===== src/rtl/uart_pkg.sv =====
// Shared UART definitions: byte width, default transmit FIFO depth and byte type.
package uart_pkg;

    localparam int UART_BYTE_W        = 8;
    localparam int UART_TX_FIFO_DEPTH = 64;

    typedef logic [UART_BYTE_W-1:0] uart_byte_t;

endpackage : uart_pkg


===== src/rtl/fifo_mem_2p.sv =====
// Simple dual-port byte array: synchronous write port, asynchronous read port.
// Maps onto distributed RAM; contents are intentionally not reset.
module fifo_mem_2p
    import uart_pkg::*;
#(
    parameter int DEPTH = UART_TX_FIFO_DEPTH
) (
    input  logic                     clock,
    input  logic                     wr_en,
    input  logic [$clog2(DEPTH)-1:0] wr_addr,
    input  logic [UART_BYTE_W-1:0]   wr_data,
    input  logic [$clog2(DEPTH)-1:0] rd_addr,
    output logic [UART_BYTE_W-1:0]   rd_data
);

    uart_byte_t mem [DEPTH];

    // Write port: store one byte per enabled clock edge.
    always_ff @(posedge clock) begin
        if (wr_en) begin
            mem[wr_addr] <= wr_data;
        end
    end

    assign rd_data = mem[rd_addr];

endmodule : fifo_mem_2p


===== src/rtl/uart_tx_fifo.sv =====
// Byte FIFO feeding the uart transmitter. The bus side pushes bytes, the uart
// consumes the head and pops it with tx_complete at the start of the stop bit.
// Optional feature macro: UART_TX_FIFO_WATERMARK_EN enables the registered
// low_water refill indication; without it low_water is tied to 0.
//
// Handshakes: a write is accepted on a clock edge where wr_valid=1, full=0 and
// flush=0; a write while full is dropped and sets the sticky overflow flag.
// The head is offered while tx_valid=1; tx_complete is a single-cycle pulse
// that consumes it, and is ignored while tx_valid=0. tx_data stays stable
// from tx_valid rising until the consuming tx_complete edge.
module uart_tx_fifo
    import uart_pkg::*;
#(
    parameter int DEPTH     = UART_TX_FIFO_DEPTH,
    parameter int LOW_WATER = 8
) (
    input  logic                   clock,
    input  logic                   reset,
    input  logic                   wr_valid,
    input  logic [UART_BYTE_W-1:0] wr_data,
    output logic                   full,
    output logic [$clog2(DEPTH):0] level,
    output logic                   overflow,
    input  logic                   flush,
    output logic                   tx_valid,
    output logic [UART_BYTE_W-1:0] tx_data,
    input  logic                   tx_complete,
    output logic                   low_water
);

    localparam int AW = $clog2(DEPTH);
    localparam int CW = AW + 1;
    localparam logic [CW-1:0] DEPTH_C = CW'(DEPTH);
    localparam logic [CW-1:0] LW_C    = CW'(LOW_WATER);

    logic [AW-1:0] wr_ptr;
    logic [AW-1:0] rd_ptr;
    logic [CW-1:0] count_q;
    logic          empty;
    logic          push;
    logic          pop;

    // Full and empty come from the registered count, so a same-cycle pop never
    // makes room for a write into a full FIFO.
    assign empty    = (count_q == '0);
    assign full     = (count_q == DEPTH_C);
    assign level    = count_q;
    assign tx_valid = !empty;

    assign push = wr_valid && !full && !flush;
    assign pop  = tx_complete && !empty;

    fifo_mem_2p #(
        .DEPTH (DEPTH)
    ) u_mem (
        .clock   (clock),
        .wr_en   (push),
        .wr_addr (wr_ptr),
        .wr_data (wr_data),
        .rd_addr (rd_ptr),
        .rd_data (tx_data)
    );

    // Pointer, count and overflow update; flush keeps only the possibly in-flight head.
    always_ff @(posedge clock) begin
        if (reset) begin
            wr_ptr   <= '0;
            rd_ptr   <= '0;
            count_q  <= '0;
            overflow <= 1'b0;
        end else if (flush) begin
            overflow <= 1'b0;
            if (!empty) begin
                wr_ptr <= rd_ptr + 1'b1;
                if (pop) begin
                    rd_ptr  <= rd_ptr + 1'b1;
                    count_q <= '0;
                end else begin
                    count_q <= CW'(1);
                end
            end
        end else begin
            if (wr_valid && full) begin
                overflow <= 1'b1;
            end
            if (push) begin
                wr_ptr <= wr_ptr + 1'b1;
            end
            if (pop) begin
                rd_ptr <= rd_ptr + 1'b1;
            end
            case ({push, pop})
                2'b10:   count_q <= count_q + 1'b1;
                2'b01:   count_q <= count_q - 1'b1;
                default: count_q <= count_q;
            endcase
        end
    end

`ifdef UART_TX_FIFO_WATERMARK_EN
    logic low_water_q;

    // Refill indication, one cycle behind the count it is derived from.
    always_ff @(posedge clock) begin
        if (reset) begin
            low_water_q <= 1'b0;
        end else begin
            low_water_q <= (count_q <= LW_C);
        end
    end

    assign low_water = low_water_q;
`else
    logic unused_low_water_cfg;

    assign unused_low_water_cfg = ^LW_C;
    assign low_water            = 1'b0;
`endif

endmodule : uart_tx_fifo


===== config.mk =====
export PLATFORM = sky130hd
export DESIGN_NAME = uart_tx_fifo
export DESIGN_NICKNAME = d
export VERILOG_FILES = /design/src/rtl/uart_pkg.sv /design/src/rtl/fifo_mem_2p.sv /design/src/rtl/uart_tx_fifo.sv
export SDC_FILE = /design/constraint.sdc
export NUM_CORES = 1
export LEC_CHECK = 0
export ABC_AREA = 1
export BUFFER_PORTS_ARGS = -buffer_cell sky130_fd_sc_hd__buf_2
export CAP_MARGIN = 5
export CORE_ASPECT_RATIO = 0.7
export CORE_MARGIN = 2
export CORE_UTILIZATION = 50
export CTS_CLUSTER_SIZE = 30
export DETAILED_ROUTE_END_ITERATION = 6
export PLACE_DENSITY = 0.71
export SLEW_MARGIN = 25
export SYNTH_ARGS = -nofsm -noshare
export SYNTH_HDL_FRONTEND = slang
export SYNTH_SLANG_ARGS = --single-unit
export TNS_END_PERCENT = 20

===== constraint.sdc =====
create_clock -name clock -period 3 [get_ports clock]
set_input_delay 0.3 -clock clock [delete_from_list [all_inputs] [get_ports clock]]
set_output_delay 0.3 -clock clock [all_outputs]
set_load 0.005 [all_outputs]

; Word-level counts from Yosys, hierarchy flattened
; Memories as Yosys holds them, arrays and structs flattened. A register that Yosys moved wholly into a read port is not among the register bits.
; Cells that the tools add are included.
[word_totals]
register_bits = 20
elab_cells = 40
inputBits = 13
output_inout_bits = 19
memories = 1
ramBits = 512
[classes]
muxes = 14
add_sub_neg = 4
reduce_logical = 13
eq_ne = 4
[mem_list]
columns = name, depth, width, read_ports, rd_clocked_by_memory_dff, write_ports, line
row1 = u_mem.mem, 64, 8, 1, 1, 1, fifo_mem_2p.sv:16  ; uart_byte_t mem [DEPTH];
[ops]
columns = op, count
row1 = $mux 6, 8
row2 = $mux 7, 2
row3 = $pmux 7 s2, 1
row4 = $add 6x1->6 const B, 2
row5 = $add 7x1->7 const B, 1
row6 = $eq 7x7->1 const B, 1
row7 = $logic_not 7->1, 1
row8 = $sub 7x1->7 const B, 1
row9 = $logic_and 1x1->1, 4
row10 = $reduce_and 2->1, 2
row11 = $logic_not 1->1, 3
row12 = $mux 1, 3
row13 = $reduce_bool 3->1, 1
row14 = $eq 2x1->1 const B, 1
row15 = $eq 2x2->1 const B, 1
row16 = $ne 2x2->1 const B, 1
row17 = $reduce_bool 2->1, 1
row18 = $reduce_or 2->1, 1

; Logic depth before layout (Yosys ltp)
[depth]
depth_word = 8
ltp_mapped = 16
ltp_nobuf = 16

; By module
; From an unflattened synthesis, not the netlist that was laid out.
[hier_totals]
cells_unflattened = 1983
area_unflattened_um2 = 22557.9
[modules_own_cells]
columns = module, area_each_um2, n_inst, cells_per_inst, seq_area_each_um2
row1 = fifo_mem_2p, 21179.1, 1, 1797, 15374.7
row2 = uart_tx_fifo, 1378.8, 1, 186, 400.4

; Least setup slack after synthesis
; OpenSTA, ideal clock, no wires.
[synth_timing]
path_kind = reg2reg
start = reg wr_ptr[0]
end = mem u_mem.mem[31][0] (netlist name), enable pin
t_arrival_ps = 1571
t_required_ps = 2617
setup_slack_ps = 1046
setup_time_ps = 383
period_less_slack_ps = 1954
path_buffers = 0
path_stages_with_launch = 5
cell_sequence = dfxtp_1 > inv_1 > nor3_1 > nand3_1 > nor3_1
[synth_rtl]
columns = element, line
row1 = from (decl), uart_tx_fifo.sv:36  ; logic [AW-1:0] wr_ptr;
row2 = from (signal assigned), uart_tx_fifo.sv:74  ; wr_ptr <= rd_ptr + 1'b1;
row3 = from (signal assigned), uart_tx_fifo.sv:87  ; wr_ptr <= wr_ptr + 1'b1;
row4 = to (decl), fifo_mem_2p.sv:16
; No word-level cell before the write port.

==> metrics <==
top cell type's share of synthesized area=70.83%; syn nets=1750; Sink Count=538; Seq/Total Area, Yosys=73.23%; Routed Antenna Nets=0; Final setup viols=5; final WL=61690 um; TritonCTS buffer count=49; worst r2r src=level[0]$_SDFFE_PP0P_; critical setup path kind=register to primary output; clock insertion delay at the later pin of the skew report=0.58 ns; drt drc=0; RSZ-0062 raised after global routing=yes; root buf cell=clkbuf_16; H-tree depth=2; placed inst area=23070 sq um; ys async rst share=0%; dpl ws=0.3077 ns; Placed Instances=2316; Hold Crit Start=wr_valid; leak pwr=0.008601 uW; HPWL after detailed placement=33180 um; clk_skew=0.02521 ns; GPL Wtd Cong=0.8973; commonest non-fill, non-tap cells in the layout=edfxtp_1, nor2_1, o21ai_0, o22ai_1, buf_4; synthesized instance count=1733; PnR worst setup slack=-0.1010 ns; power density of the placed cells=933.8 nW/um^2; IO Port Bufs=30; violated checks=setup timing; commonest non-fill, non-tap cell in the layout=edfxtp_1; outcome=finished, violations left; TritonCTS clock tree=yes; top post-synthesis cells by area=edfxtp_1, o21ai_0, nor2_1; Top FF cell, synth=edfxtp_1; grt ovf=0; Max FO, Critical Path=16; gr usage total=26.34%; Tmin final=3.101 ns; Worst Setup Start Kind=register; Max-cap violations=0; largest area contributor in the netlist=edfxtp_1; global-route wire length before repair=88480 um; I/O Pins=32; FF+latch count, synth=538; R2R Path End=level[4]$_SDFFE_PP0P_; Worst Reg-to-Reg Cells=15; largest net degree at the start of global routing=65; fmax=0.3225 GHz; yosys warns=0; Antenna Cells=0; Slew @ Worst Pin=0.8144 ns; fin crit share=103.4%; synth unique cells=41; iteration-0 DRC count of the detailed router=1920; Final #Nets=1869; clock buffer depth=3; clock-pin slew on the worst setup and hold paths=0.07 ns; WP data arrival=2.80 ns; hold endpoint=overflow$_SDFFE_PP0P_; initial antenna violation count=1; Area Growth Syn to Fin=18.36%; Hold Fails Final Rpt=0; # rows=63; R2R Setup Slk=0.74 ns; Worst setup EP type=primary output; vias per cell=6.310; Min-Delay Path Depth=3; EDFF count, synth=512; max-slew violation count=0; synthesized area per cell=12.52 sq um; VDD IR-drop max=0.6064 mV; Finished Cell Area=25690 sq um; die span in y=178.3 um; Initial Util=50.99%; relative slew slack=45.70%; filler instances=3154; Detailed Routing Iterations Pass 1=6; share of cells above drive strength 1=17.94%; Required @ worst endpoint=2.70 ns; setup_tns=-0.2652 ns; WL/cell=25.26 um; CTS Hold Buffers Added=0; die area=45120 sq um; core area=42570 sq um; Die Span X=253.0 um; routed via count=15410; final hold slack=0.03823 ns; final std cells w/o fill=2442; Post-Syn Area=21710 sq um; vias in the first global route=14200; Worst Hold Class=input pin to register
-- cell usage after synthesis (2+ instances only) --
| master | n |
|---|---|
| nand2_1 | 46 |
| o221ai_1 | 8 |
| nand3_1 | 29 |
| edfxtp_1 | 512 |
| buf_6 | 3 |
| dfxtp_1 | 26 |
| inv_1 | 32 |
| buf_2 | 37 |
| nor3_1 | 4 |
| o21ai_0 | 318 |
| nor2_4 | 4 |
| ha_1 | 4 |
| clkbuf_1 | 69 |
| o21ai_1 | 13 |
| o211ai_1 | 31 |
| or2_0 | 4 |
| xor2_1 | 6 |
| nor2_2 | 6 |
| buf_4 | 2 |
| a21oi_1 | 20 |
| nor2_1 | 377 |
| nand4_1 | 8 |
| o22ai_1 | 136 |
| or2_2 | 2 |
| inv_2 | 5 |
| o21bai_1 | 11 |
| nand2_2 | 6 |
-- area by class of cell --
type / count / area [sq um] / share of cell area [%]
repair buffers: 175 / 1853 / 7.213
flip-flops and latches: 538 / 15900 / 61.91
clock buffers: 62 / 1318 / 5.128
multi-input cells: 1046 / 5473 / 21.30
inverters: 37 / 180.2 / 0.7013
clock inverters: 27 / 214.0 / 0.8328
well taps: 552 / 690.7 / 2.688
repair inverters: 5 / 58.81 / 0.2289
-- how the worst max path moves through the flow --
stage,endpoint,depth (start not counted)
floorplan,u_mem.mem[31][0]$_DFFE_PP_,4
finish,tx_data[2],10
detailed placement,tx_data[0],10
global route,tx_data[0],10
CTS,tx_data[7],11
global placement,tx_data[0],10
-- worst max-delay path: stages (launching register included) --
cell       delay [ns]
dfxtp_4          0.42
buf_12           0.17
clkinv_16        0.10
buf_16           0.17
o21ai_0          0.24
o22ai_2          0.15
o21ai_1          0.15
o22ai_1          0.12
o211ai_1         0.38
nand2_1          0.15
buf_2            0.15
-- metrics by stage --
stage,utilization (%),total power [uW]
global placement,54.21,15760
floorplan,-,13200
CTS,58.94,22740
global route,60.36,24870
finish,60.36,23990
detailed placement,54.21,15880
-- state kept, by name, indices dropped and copies added (netlist names), named ones only --
register   cells
u_mem.mem    512
level          7
overflow       1
rd_ptr         6
wr_ptr         6
-- cells by family (layout without fill, tap and decap cells) --
kind of cell	after synthesis	after routing	share of synthesized area (%)
adder cells (fa/ha/maj)	4	4	0.2306
AO/OA/AOI/OAI	545	545	14.15
XOR/XNOR	7	7	0.2825
AND/OR/NAND/NOR	489	489	9.160
buffers and inverters	149	306	2.934
other	1	1	0.01728
flip-flops	538	538	73.23
-- where the power goes --
group / leakage [uW] / internal, uW / total (uW) / switching, uW
Combinational: 0.00304 / 3250 / 9240 / 5990
Clock: 0.000739 / 3370 / 6070 / 2710
Sequential: 0.00482 / 8430 / 8680 / 244
Total: 0.00860 / 15100 / 24000 / 8940
-- timing repair --
| item | in CTS | in global routing |
|---|---|---|
| gates resized for setup | 37 | 131 |
| setup buffers | 9 | 10 |
| setup endpoints to repair | 8 | 8 |
| cloned | 8 | 10 |
| pin swaps | 18 | 54 |
-- layer usage --
metal / up-vias / part of all wire, % / track usage, % / wire [um]
met5: - / 0.021 / 0 / 13
met4: 2 / 3.5 / 8.950 / 2145
met3: 146 / 13 / 7.033 / 7838
met2: 1096 / 44 / 38.92 / 27160
met1: 7475 / 40 / 37.99 / 24530
li1: 6691 / - / - / -
(Power assumes the default switching activity.)
